$ cat config.mk
export PLATFORM = sky130hd
export DESIGN_NAME = ir_hit_decoder
export DESIGN_NICKNAME = d
export VERILOG_FILES = /design/src/rtl/ir_hit_decoder.sv
export SDC_FILE = /design/constraint.sdc
export NUM_CORES = 1
export LEC_CHECK = 0
export BUFFER_PORTS_ARGS = -buffer_cell sky130_fd_sc_hd__buf_2
export CAP_MARGIN = 0
export CORE_MARGIN = 2
export CORE_UTILIZATION = 44
export CTS_CLUSTER_DIAMETER = 80
export CTS_CLUSTER_SIZE = 8
export DETAILED_ROUTE_END_ITERATION = 6
export GPL_ROUTABILITY_DRIVEN = 1
export MAX_ROUTING_LAYER = met4
export PLACE_DENSITY = 0.73
export SLEW_MARGIN = 10
export SYNTH_ARGS = -nofsm -noshare
export SYNTH_HDL_FRONTEND = slang
export SYNTH_SLANG_ARGS = --single-unit
$ cat constraint.sdc
create_clock -name PCLK -period 2.95 [get_ports PCLK]
set_input_delay 0.295 -clock PCLK [delete_from_list [all_inputs] [get_ports PCLK]]
set_output_delay 0.295 -clock PCLK [all_outputs]
set_load 0.01 [all_outputs]
$ cat src/rtl/ir_hit_decoder.sv
// ir_hit_decoder: pulse-width IR frame decoder exposing shooter ID through an APB3 slave.
module ir_hit_decoder #(
    parameter int TICK_DIV = 4000
) (
    input  logic        PCLK,
    input  logic        PRESERN,
    input  logic        PSEL,
    input  logic        PENABLE,
    input  logic        PWRITE,
    input  logic [31:0] PADDR,
    input  logic [31:0] PWDATA,
    input  logic        hit_data,
    output logic        PREADY,
    output logic        PSLVERR,
    output logic [31:0] PRDATA,
    output logic        FABINT
);
    localparam int PW = TICK_DIV > 1 ? $clog2(TICK_DIV) : 1;
    typedef enum logic [1:0] {IDLE, START_MARK, SPACE, BIT_MARK} state_t;
    state_t state, state_n;
    logic s1, s2, s3;
    logic [PW-1:0] pre;
    logic [7:0] dur, dur_now, shift, data;
    logic [2:0] bit_cnt;
    logic valid, overrun, error, enable, irq_en;
    logic fall, rise, tick, bit_ok, bit_val, done, err_set;
    logic wr, rd, clr;
    logic [1:0] addr;
    logic [31:0] rd_mux;
    logic unused;
    assign unused = ^{PADDR[31:4], PADDR[1:0], PWDATA[31:3]};
    assign addr = PADDR[3:2];
    assign wr = PSEL & PENABLE & PWRITE;
    assign rd = PSEL & PENABLE & ~PWRITE;
    assign clr = wr && addr == 2'd3;
    // hit_data is active-low: a falling synchronized edge begins a mark
    assign fall = s3 & ~s2;
    assign rise = ~s3 & s2;
    assign tick = pre == PW'(TICK_DIV - 1);
    // duration including the current cycle, so a level of k cycles reads floor(k/TICK_DIV)
    assign dur_now = (tick && dur != 8'hff) ? dur + 8'd1 : dur;
    assign bit_val = dur_now >= 8'd9;
    always_comb begin
        state_n = state;
        bit_ok = 1'b0;
        done = 1'b0;
        err_set = 1'b0;
        if (!enable) state_n = IDLE;
        else case (state)
            IDLE: state_n = fall ? START_MARK : IDLE;
            START_MARK: begin
                if (rise) state_n = (dur_now >= 8'd18 && dur_now <= 8'd30) ? SPACE : IDLE;
                else if (dur_now >= 8'd31) state_n = IDLE;
            end
            SPACE: begin
                if (fall) begin
                    err_set = !(dur_now >= 8'd3 && dur_now <= 8'd15);
                    state_n = err_set ? IDLE : BIT_MARK;
                end else if (dur_now >= 8'd16) begin
                    err_set = 1'b1;
                    state_n = IDLE;
                end
            end
            BIT_MARK: begin
                if (rise) begin
                    bit_ok = dur_now >= 8'd3 && dur_now <= 8'd15;
                    err_set = !bit_ok;
                    done = bit_ok && bit_cnt == 3'd7;
                    state_n = (bit_ok && !done) ? SPACE : IDLE;
                end else if (dur_now >= 8'd31) begin
                    err_set = 1'b1;
                    state_n = IDLE;
                end
            end
            default: state_n = IDLE;
        endcase
    end
    always_ff @(posedge PCLK or negedge PRESERN) begin
        if (!PRESERN) begin
            {s1, s2, s3} <= 3'b111;
            state <= IDLE;
            pre <= '0;
            dur <= '0;
            bit_cnt <= '0;
            shift <= '0;
            data <= '0;
            {valid, overrun, error, enable, irq_en} <= '0;
        end else begin
            {s1, s2, s3} <= {hit_data, s1, s2};
            state <= state_n;
            pre <= (!enable || fall || rise || tick) ? '0 : pre + 1'b1;
            dur <= (!enable || fall || rise) ? '0 : dur_now;
            bit_cnt <= state == START_MARK ? 3'd0 : bit_ok ? bit_cnt + 3'd1 : bit_cnt;
            shift <= bit_ok ? {shift[6:0], bit_val} : shift;
            data <= done ? {shift[6:0], bit_val} : data;
            valid <= done | (valid & ~(rd && addr == 2'd1) & ~(clr & PWDATA[0]));
            overrun <= (done & valid) | (overrun & ~(clr & PWDATA[1]));
            error <= err_set | (error & ~(clr & PWDATA[2]));
            {irq_en, enable} <= (wr && addr == 2'd2) ? PWDATA[1:0] : {irq_en, enable};
        end
    end
    assign rd_mux = addr == 2'd0 ? {28'd0, state != IDLE, error, overrun, valid} :
                    addr == 2'd1 ? {24'd0, data} :
                    addr == 2'd2 ? {30'd0, irq_en, enable} : 32'd0;
    assign PRDATA = (PSEL & ~PWRITE) ? rd_mux : 32'd0;
    assign FABINT = irq_en & valid;
    assign PREADY = 1'b1;
    assign PSLVERR = 1'b0;
endmodule

Yosys cells after proc, flatten, opt, wreduce, memory -nomap -nowiden
Cells that the tools add are included.
{"block": "word_totals", "register_bits": 48, "latchBits": 0, "ramBits": 0, "romBits": 0, "inputBits": 70, "wordCells": 109, "mem_count": 0}
{"block": "classes", "add_sub_neg": 3, "n_mul": 0, "n_div": 0, "order_cmp": 7, "eq_ne": 10, "shift": 0, "muxes": 32, "n_bitwise": 25, "reduce_logical": 18}
{"op": "8-bit 2-to-1 mux", "count": 5}
{"op": "8-bit by 5-bit greater-or-equal comparator with 1-bit output (second input constant)", "count": 3}
{"op": "2-bit 2-to-1 mux", "count": 10}
{"op": "1-bit bitwise AND", "count": 15}
{"op": "12-bit by 1-bit adder with 12-bit output (second input constant)", "count": 1}
{"op": "12-bit == test (second input constant)", "count": 1}
{"op": "1-bit 2-to-1 mux", "count": 12}
{"op": "12-bit 2-to-1 mux", "count": 1}
{"op": "8-bit by 1-bit adder with 8-bit output (second input constant)", "count": 1}
{"op": "2-bit == test (second input constant)", "count": 4}
{"op": "8-bit by 2-bit greater-or-equal comparator with 1-bit output (second input constant)", "count": 1}
{"op": "8-bit by 4-bit greater-or-equal comparator with 1-bit output (second input constant)", "count": 1}
{"op": "8-bit by 4-bit less-or-equal comparator with 1-bit output (second input constant)", "count": 1}
{"op": "8-bit by 5-bit less-or-equal comparator with 1-bit output (second input constant)", "count": 1}
{"op": "1-bit logical AND", "count": 8}
{"op": "8-bit != test (second input constant)", "count": 1}
{"op": "2-bit one-hot mux with 4 select lines", "count": 1}
{"op": "1-bit inverter", "count": 7}
{"op": "3-bit 2-to-1 mux", "count": 2}
{"op": "2-bit by 1-bit == test with 1-bit output (second input constant)", "count": 2}
{"op": "2-bit zero test", "count": 2}
{"op": "4-bit != test (second input constant)", "count": 1}
{"op": "2-bit nonzero test", "count": 2}
{"op": "3-bit by 1-bit adder with 3-bit output (second input constant)", "count": 1}
{"op": "other kinds (5)", "count": 11}

Longest topological paths before layout
Gate-level depths: netlist of run 1.
{"block": "logic_depth", "word_depth": 12, "depth_mapped": 10}

Least setup slack after synthesis of run 1
Ideal clock, no wire load.
{"block": "synth_timing", "path_kind": "register to register", "startpoint": "register pre[0]", "endpoint": "register data[0]", "setup_ns": 0.125, "arrival_ns": 3.063, "required_time_ns": 2.825, "slack_ns": -0.238, "stages_incl_launch_ff": 11, "n_path_buf": 2, "synth_period_minus_slack_ns": 3.188, "cell_sequence": "dfrtp_1 > ha_1 > nand4_2 > or3_1 > buf_2 > nor2_1 > mux2_2 > a21o_1 > or4_4 > buf_6 > mux2_4"}
{"block": "synth_between", "elab_chain_len": 9, "elab_cells_between_ends": 11, "classes_between": "3 x order compare; 1 x eq/ne; 4 x mux; 3 x reduce/logical"}
{"item": "from (decl)", "line": "22", "source": "logic [PW-1:0] pre;"}
{"item": "from (signal assigned)", "line": "91", "source": "pre <= (!enable || fall || rise || tick) ? '0 : pre + 1'b1;"}
{"item": "12-bit == test (*)", "line": "39", "source": "assign tick = pre == PW'(TICK_DIV - 1);"}
{"item": "1-bit logical AND (*)", "line": "41", "source": "assign dur_now = (tick && dur != 8'hff) ? dur + 8'd1 : dur;"}
{"item": "8-bit 2-to-1 mux (*)", "line": "41"}
{"item": "8-bit by 2-bit greater-or-equal comparator with 1-bit output or 8-bit by 4-bit less-or-equal comparator with 1-bit output (tied branches)", "line": "66", "source": "bit_ok = dur_now >= 8'd3 && dur_now <= 8'd15;"}
{"item": "1-bit logical AND", "line": "66"}
{"item": "1-bit logical AND", "line": "68", "source": "done = bit_ok && bit_cnt == 3'd7;"}
{"item": "1-bit 2-to-1 mux", "line": "65", "source": "if (rise) begin"}
{"item": "1-bit 2-to-1 mux", "line": "49", "source": "else case (state)"}
{"item": "1-bit 2-to-1 mux", "line": "48", "source": "if (!enable) state_n = IDLE;"}
{"item": "to (signal assigned)", "line": "95", "source": "data <= done ? {shift[6:0], bit_val} : data;"}
{"item": "to (decl)", "line": "23", "source": "logic [7:0] dur, dur_now, shift, data;"}
Every way passes the cells marked *; elsewhere a longest branch is shown, timed or not.
A chain may end at the register's enable or synchronous reset.

Final worst setup path of run 1
{"block": "layout_timing", "startpoint": "register pre[0]", "endpoint": "register data[6]"}
{"block": "layout_between", "elab_chain_len": 9, "elab_cells_between_ends": 10, "classes_between": "2 x order compare; 1 x eq/ne; 4 x mux; 3 x reduce/logical"}
{"item": "12-bit == test (*)", "line": "39"}
{"item": "1-bit logical AND (*)", "line": "41"}
{"item": "8-bit 2-to-1 mux (*)", "line": "41"}
{"item": "8-bit by 2-bit greater-or-equal comparator with 1-bit output or 8-bit by 4-bit less-or-equal comparator with 1-bit output (tied branches)", "line": "66"}
{"item": "1-bit logical AND (*)", "line": "66"}
{"item": "1-bit logical AND (*)", "line": "68"}
{"item": "1-bit 2-to-1 mux (*)", "line": "65"}
{"item": "1-bit 2-to-1 mux (*)", "line": "49"}
{"item": "1-bit 2-to-1 mux (*)", "line": "48"}
Marks and branches as above.

==> results of run 1 <==
final cells by class:
| class | count | area [um2] |
|---|---|---|
| clock buffers | 6 | 82.6 |
| clock inverters | 2 | 15.0 |
| fillers | 556 | 2960 |
| inverters | 13 | 48.8 |
| multi-input cells | 207 | 1380 |
| flip-flops and latches | 48 | 1200 |
| well taps | 75 | 93.8 |
| repair buffers | 32 | 205 |
layer usage:
| layer | global-route usage, % | vias to the layer above |
|---|---|---|
| met3 | 3.88 | 4 |
| met5 | - | - |
| li1 | - | 970 |
| met1 | 20.3 | 948 |
| met2 | 24.4 | 61 |
| met4 | 6.26 | 0 |
worst paths after layout:
| path | startpoint | slack [ps] | end | depth (start not counted) |
|---|---|---|---|---|
| max | pre[0] | 130 | data[6] | 8 |
| min | hit_data | 80 | s1 | 1 |
| max reg2reg | pre[0] | 130 | data[6] | 8 |
| min reg2reg | s1 | 360 | s2 | 0 |
| max in group asynchronous | PRESERN | 2120 | shift[3] | 1 |
| min in group asynchronous | PRESERN | 170 | pre[5] | 1 |
cell usage after synthesis (all sizes together), types with 3 or more instances:
| library cell | instances |
|---|---|
| nor3 | 7 |
| mux2i | 8 |
| xnor2 | 10 |
| nand2 | 14 |
| mux2 | 17 |
| ha | 4 |
| or3 | 3 |
| xor2 | 5 |
| clkbuf | 5 |
| and3 | 7 |
| nor2b | 4 |
| inv | 13 |
| nand2b | 6 |
| dfstp | 3 |
| dfrtp | 45 |
| nand4 | 3 |
| o21ai | 9 |
| buf | 31 |
| nand3 | 13 |
| a21oi | 9 |
| nor2 | 37 |
worst max-delay path: stages (launching register included):
cell,delay (ps)
dfrtp_1,430
ha_4,180
nand4_4,100
or3_4,430
nor2_4,120
mux2_2,350
a21o_1,180
or4_4,600
mux2_4,340
power by group through the flow:
| stage | combinational, mW | sequential, mW | clock [mW] |
|---|---|---|---|
| 2_1_floorplan | 0.0977 | 0.710 | 0 |
| 3_3_place_gp | 0.110 | 0.716 | 0 |
| 3_5_place_dp | 0.111 | 0.716 | 0 |
| 4_1_cts | 0.111 | 0.703 | 0.434 |
| 5_1_grt | 0.125 | 0.707 | 0.465 |
| 6_report | 0.109 | 0.703 | 0.419 |
kinds of logic after synthesis:
| group | count (synthesis) |
|---|---|
| compound gates | 37 |
| xor+xnor | 15 |
| fa+ha+maj | 4 |
| buf+inv | 49 |
| flops | 48 |
| mux | 25 |
| other cells | 2 |
| simple gates | 100 |
through the flow:
step | util, % | cell area, um2 | hold slack [ps]
floorplan | - | 2870 | -0.591
global placement | 48.8 | 2920 | 347
detailed placement | 48.8 | 2920 | 347
CTS | 50.4 | 3020 | 68.4
global route | 50.6 | 3030 | 59.5
finish | 50.6 | 3030 | 80.0
sequential cells by signal (all words and copies together), names as in the netlist, 2 cells and up:
name	count
bit_cnt	3
data	8
dur	8
pre	12
shift	7
state	2
==> impl_metrics.ini, run 1 <==
[logic_synthesis]
synth_xor_area_share_pct = 4.78
synth_edf_count = 0
seq_area_frac_synth_pct = 43.8
synth_top_family_by_area = simple AND/OR/NAND/NOR gates
synth_top_area_share_pct = 41.0
yosys.area.top_type = dfrtp_1
async_reset_ff_share_pct = 100
synth_compound_area_share_pct = 9.10
syn_avg_cell_area_um2 = 9.82
yosys_most_used_dff = dfrtp_1
synth_fa_ha_area_share_pct = 1.82
synthSimpleGateAreaFrac_pct = 18.6
syn_area_mm2 = 0.00275
synth-seq-cells = 48
syn-instance-count = 280
ys.warnings.count = 0
synth.mux.area_fraction_pct = 11.0
ys_top_cells_by_area = dfrtp_1 41%, buf_4 7.1%, nor2_1 5.1%, mux2_4 4.4%, mux2_2 3.7%
synth.distinct_cells = 52

[power]
seqPwrFrac_pct = 57.1
powerDensity_mw_per_mm2 = 406
leakage_nw = 1.41
power.switching_uw = 328
swShare_pct = 26.6
clkPwrFrac_pct = 34.1
combPwrFrac_pct = 8.9
vdd.ir_drop.worst_uv = 202
p_int_uw = 904
p_total_mw = 1.23

[clock_tree]
cts_resized = 0
clk_latency_ps = 310
cts.path.max_buffers = 2
cts-buffers-inserted = 5
htreeDepth = 2
cts_tree = built
clockRootBuffer = clkbuf_8
cts_setup_buffers = 0
clk_pin_slew_ps = 100
cts_hold_buf = 0
cts_sinks = 48

[outcome]
status = complete, no violations

[layout]
drive_above_1_share_pct = 22.7
final_nets = 381
diodes = 0
syn_to_final_growth_pct = 10.4
final_common_cell = dfrtp_1
final_cell_mix = 45 x dfrtp_1, 35 x nor2_1, 26 x conb_1, 19 x buf_2, 14 x nand2_1
final_cells = 383

[global_routing]
grt_overflow_total = 0
grt_max_degree = 49
grt_pass1_vias = 1957
grt_usage_pct = 15.9
antenna_found_initial = 0
grt_pass1_wl_um = 8730

[critical_path]
worstSetupEndpointType = flop
crit_required_ps = 3160
startpoint_type = flop
worstSetupPathType = flop to flop
crit_arrival_ps = 3030
path_max_fanout = 10

[floorplan]
start_util_pct = 45.9
core_mm2 = 0.00599
fp-row-count = 28
io_pins = 105
dieHeight_um = 83.0
die-area_mm2 = 0.00690
fp.dieW_um = 83.0

[timing]
setup_slack_ps = 126
tns_ps = 0
hold_violations = 0
fin_crit_sh_pct = 95.7
setup_viol = 0
fmax_ghz = 0.354
clock-skew-final_ps = 10.8
relSlewSlack_pct = 29.1
slew_violations = 0
period_needed_ps = 2820
rsz0062_at_grt = no
tightest_slew_ps = 1060

[routing]
ant_nets = 0
wl_met2_um = 2280
wl_met3_um = 257
drt_iter0_drc = 90
drcViolationCount = 0
drt-total-wl_um = 5020
via_count = 1983
routedWlPerCell_um = 13.1
vias_per_cell = 5.18
highest_layer = met4
wl_met1_um = 2440
first_pass_iters = 4

[run]
maxCapViolCount = 0

[place]
gp_congestion = 0.835
dp.cells = 375
dp_worst_setup_slack_ps = 35.5
io_buffers = 19
dpl.hpwl_um = 3590

[min_path]
min_path_type = primary input to flop
(Power assumes the default switching activity.)
==> run 2: changes to the inputs <==
==> constraint.sdc (replaced) <==
create_clock -name PCLK -period 2.4 [get_ports PCLK]
set_input_delay 0.24 -clock PCLK [delete_from_list [all_inputs] [get_ports PCLK]]
set_output_delay 0.24 -clock PCLK [all_outputs]
set_load 0.01 [all_outputs]
==> run 2 against run 1 <==
Effect of this change:
- the run now ends with negative setup slack left
- critical path depth did not move
- wire length grew 15%
- worst hold slack worse by 43 ps
- fmax grew 4.0%
==> impl_metrics.ini, run 2 (same netlist as run 1, synthesis figures left out) <==
[critical_path]
crit_required_ps = 2590
worstSetupEndpointType = flop
r2r_setup_slack_ps = -320
crit_path_top_delay_cell = or4_4
path_buf_inv = 0
critPathMaxStageDelay_ps = 560
path_max_fanout = 5
critical-path-top-delay-family = simple AND/OR/NAND/NOR gates
path_cells = ha_4 -> nand4_4 -> or3_4 -> nor2_4 -> mux2_4 -> a21o_1 -> or4_4 -> mux2_4
cp_common_cell = mux2_4
startpoint_type = flop
worstSetupPathType = flop to flop
crit_arrival_ps = 2900

[outcome]
violations = negative setup slack
status = finished with violations

[layout]
seq_area_mm2 = 0.00120
top_register = pre
final_common_cell = buf_4
reg_top3 = pre (12), data (8), dur (8)
drive_above_1_share_pct = 32.7
multiInputGateArea_mm2 = 0.00148
diodes = 0
largest_reg_flops = 12
final_cell_mix = 49 x buf_4, 45 x dfrtp_1, 36 x nor2_1, 26 x conb_1, 19 x buf_2
final_nets = 422
fillCellCount = 506
syn_to_final_growth_pct = 26.3
fin_util_pct = 58.0

[timing]
rsz0062_at_grt = yes
setup_viol = 21
setup_slack_ps = -316
slew_violations = 0
hold_violations = 0
period_needed_ps = 2720
fin_crit_sh_pct = 113
clock-skew-final_ps = 13.5
fmax_ghz = 0.368

[routing]
vias_per_cell = 4.98
drt-total-wl_um = 5790
drcViolationCount = 0
via_count = 2110
ant_nets = 0
routedWlPerCell_um = 13.7
drt_iter0_drc = 164
first_pass_iters = 4

[floorplan]
core_mm2 = 0.00599
dieHeight_um = 83.0
fp-row-count = 28
fp.dieW_um = 83.0
io_pins = 105
die-area_mm2 = 0.00690
start_util_pct = 45.9

[global_routing]
antenna_found_initial = 0
grt_max_degree = 39
met2_usage_pct = 28.8
grt_usage_pct = 18.1
use_met3_pct = 3.68
grt_overflow_total = 0
grt_pass1_vias = 2109
grt_use_met1_pct = 23.7
top_usage_layer = met2
grt_pass1_wl_um = 9960

[place]
dpl.hpwl_um = 4140
gp_congestion = 0.898
dp_worst_setup_slack_ps = -391
io_buffers = 19

[power]
seqPwrFrac_pct = 50.7
combPwrFrac_pct = 9.1
swShare_pct = 23.6
leakage_nw = 1.67
p_int_mw = 1.30
powerDensity_mw_per_mm2 = 491
clkPwrFrac_pct = 40.2
vdd.ir_drop.worst_uv = 364
power.switching_uw = 402

[clock_tree]
cts-buffers-inserted = 5
clockRootBuffer = clkbuf_8
clk_pin_slew_ps = 90
clk_latency_ps = 300
cts_tree = built
cts.path.max_buffers = 2
cts_sinks = 48
htreeDepth = 2

[min_path]
min_path_type = primary input to flop

[run]
maxCapViolCount = 0
[run 2: final timing paths]
kind / startpoint / end / depth (start not counted)
worst max-delay path: pre[1] / data[2] / 8
worst min-delay path: hit_data / s1 / 1
worst max register to register: pre[1] / data[2] / 8
worst min register to register: s1 / s2 / 0
max in group asynchronous: PRESERN / s2 / 3
min in group asynchronous: PRESERN / pre[11] / 2
[run 2: worst reg2reg max path: cells and delay by family, from the launching register on]
| family | cells | cell delay [ps] |
|---|---|---|
| AOI/OAI and AO/OA | 1 | 200 |
| adders and majority gates | 1 | 160 |
| DFF | 1 | 410 |
| muxes | 2 | 640 |
| and+or+nand+nor | 4 | 1210 |
[run 2: power groups by stage]
stage	Sequential [mW]	Clock [mW]	Combinational, mW
final	0.865	0.686	0.155
after global routing	0.869	0.738	0.175
after CTS	0.865	0.700	0.156
after detailed placement	0.880	0	0.149
after global placement	0.878	0	0.143
after floorplan	0.873	0	0.120
[run 2: repair_timing]
item,in CTS,in global routing
resized for setup,10,4
pin swaps,1,2
gates cloned,1,0
hold buffers,1,0
endpoints found under the hold margin,9,0
setup buffers,4,1
endpoints found under the setup margin,23,23
[run 2: through the flow]
step	hold slack [ps]	TNS, ps	instances	area, um2	total power [mW]
after floorplan	-55.6	-6690	304	2910	0.993
after global placement	113	-4660	409	3210	1.02
after detailed placement	117	-5450	409	3210	1.03
after CTS	28.1	-4670	423	3440	1.72
after global routing	23.4	-7140	424	3470	1.78
final	36.6	-5130	424	3470	1.71
[run 2: cell type report]
type	instances	share of cell area [%]
well taps	75	2.70
multi-input cells	208	42.5
clock buffers	6	2.09
repair buffers	72	14.8
clock inverters	2	1.73
flip-flops and latches	48	34.7
inverters	13	1.41
[run 2: layer usage]
| metal | vias to the layer above | share of wire [%] | routed length [um] |
|---|---|---|---|
| li1 | 1041 | - | - |
| met1 | 1008 | 47 | 2700 |
| met2 | 57 | 48 | 2750 |
| met3 | 4 | 5.0 | 291 |
| met4 | 0 | 0.78 | 45 |
| met5 | - | 0 | 0 |
==> run 3: changes to the inputs <==
--- a/config.mk
+++ b/config.mk
@@ -15,6 +15,7 @@
 export GPL_ROUTABILITY_DRIVEN = 1
 export MAX_ROUTING_LAYER = met4
 export PLACE_DENSITY = 0.73
+export REMOVE_ABC_BUFFERS = 1
 export SLEW_MARGIN = 10
 export SYNTH_ARGS = -nofsm -noshare
 export SYNTH_HDL_FRONTEND = slang
==> run 3 against run 2 <==
Effect of this change:
- the flow still finishes with violations (negative setup slack)
- combinational power rose by 11%
- total power fell by 2.7%
- clock skew rose by 1.3 ps
- fmax rose by 2.2%
- first-iteration DRC count fell by 4.3%
- via count rose by 4.3%
- critical path depth rose by 1
- cell count rose by 0.71%
- wire length rose by 6.4%
- global-route usage rose by 0.16 points
- clock power fell by 9.2%
- worst hold slack got worse by 1.0 ps
==> impl_metrics.ini, run 3 (same netlist as run 1, synthesis figures left out) <==
[outcome]
status = finished with violations
violations = negative setup slack

[routing]
via_count = 2201
vias_per_cell = 5.15
routedWlPerCell_um = 14.4
drcViolationCount = 0
drt-total-wl_um = 6160
drt_iter0_drc = 157
first_pass_iters = 4
ant_nets = 0

[timing]
hold_violations = 0
slew_violations = 0
setup_viol = 20
rsz0062_at_grt = yes
period_needed_ps = 2660
fin_crit_sh_pct = 111
tightest_slew_ps = 637
clock-skew-final_ps = 14.8
relSlewSlack_pct = 57.5
fmax_ghz = 0.376
setup_slack_ps = -257

[global_routing]
grt_usage_pct = 18.2
grt_pass1_vias = 2146
grt_pass1_wl_um = 10000
grt_overflow_total = 0
grt_max_degree = 28
antenna_found_initial = 0

[place]
placed_cell_area_mm2 = 0.00312
io_buffers = 19
dp_worst_setup_slack_ps = -390
dpl.hpwl_um = 4160
gp_congestion = 0.881

[clock_tree]
htreeDepth = 2
cts_sinks = 48
clk_pin_slew_ps = 90
cts_tree = built
clockRootBuffer = clkbuf_8
clk_latency_ps = 310
cts-buffers-inserted = 5
cts.path.max_buffers = 2

[layout]
final_cell_mix = 48 x buf_4, 45 x dfrtp_1, 35 x nor2_1, 26 x conb_1, 19 x buf_2
final_common_cell = buf_4
diodes = 0
fin_area_mm2 = 0.00348
top_register = pre
syn_to_final_growth_pct = 26.6
final_nets = 425
drive_above_1_share_pct = 34.7
largest_reg_flops = 12
reg_top3 = pre (12), data (8), dur (8)

[critical_path]
worstSetupEndpointType = flop
worstSetupPathType = flop to flop
crit_arrival_ps = 2850
path_max_fanout = 5
r2r-start = pre[0]
crit_required_ps = 2600
r2r_setup_slack_ps = -260
startpoint_type = flop
critPathLaunch = pre[0]

[min_path]
hold_start = hit_data
min_path_type = primary input to flop

[floorplan]
start_util_pct = 45.9
io_pins = 105
core_mm2 = 0.00599
fp.dieW_um = 83.0
fp-row-count = 28
die-area_mm2 = 0.00690
dieHeight_um = 83.0

[power]
leakage_nw = 1.70
powerDensity_mw_per_mm2 = 477
vdd.ir_drop.worst_uv = 302

[run]
maxCapViolCount = 0
-- run 3: cell count changes in the layout (fill, tap and decap cells not counted), sizes merged --
cell / previous run / this run
bufinv: 2 / 1
buf: 71 / 74
clkinv: 0 / 1
-- run 3: cell type report --
| type | count | area [um2] |
|---|---|---|
| fill | 492 | 2510 |
| clock buffer | 6 | 82.6 |
| clock inverter | 2 | 38.8 |
| timing repair buffer | 75 | 553 |
| tap | 75 | 93.8 |
| inverter | 13 | 48.8 |
| sequential | 48 | 1200 |
| multi-input combinational | 208 | 1460 |
-- run 3: path summary, 6_finish.rpt --
kind | depth (start not counted) | end
max in group asynchronous | 3 | data[1]
min in group asynchronous | 2 | irq_en
max | 9 | data[7]
max reg2reg | 9 | data[7]
min | 1 | s1
min reg2reg | 0 | s2
-- run 3: repair_timing --
action,in CTS,in global routing
endpoints found under the hold margin,22,0
gates resized for setup,20,12
setup buffers,10,5
setup endpoints to repair,21,23
pin swaps,10,6
hold buffers,1,0
gates cloned,1,0
-- run 3: power by group --
group	internal, mW	switching, mW	leakage, nW	total (mW)
Sequential	0.836	0.0295	0.652	0.865
Combinational	0.0646	0.107	0.984	0.172
Clock	0.341	0.282	0.0614	0.623
-- run 3: per-stage QoR --
stage	setup TNS, ps	instances	hold slack, ps	utilization (%)	power (mW)
2_1_floorplan	-12890	268	-55.6	-	0.951
3_3_place_gp	-5340	405	298	52.1	1.02
3_5_place_dp	-5830	405	302	52.1	1.03
4_1_cts	-3820	425	28.9	56.9	1.65
5_1_grt	-6450	427	30.6	58.1	1.73
6_report	-3840	427	35.6	58.1	1.66
-- run 3: critical path, stage by stage, from the launching register on --
cell	delay (ps)
dfrtp_1	400
ha_4	160
nand4_4	70
buf_6	140
nor4_4	300
mux2i_2	300
o21ai_2	90
a21o_1	200
or4_4	570
mux2_4	320
-- run 3: routing by layer --
metal	up-vias	GRT usage [%]	wire length, um
li1	1059	-	-
met1	1059	23.1	2690
met5	-	-	0
met4	0	7.00	101
met2	72	29.3	3090
met3	11	3.08	278
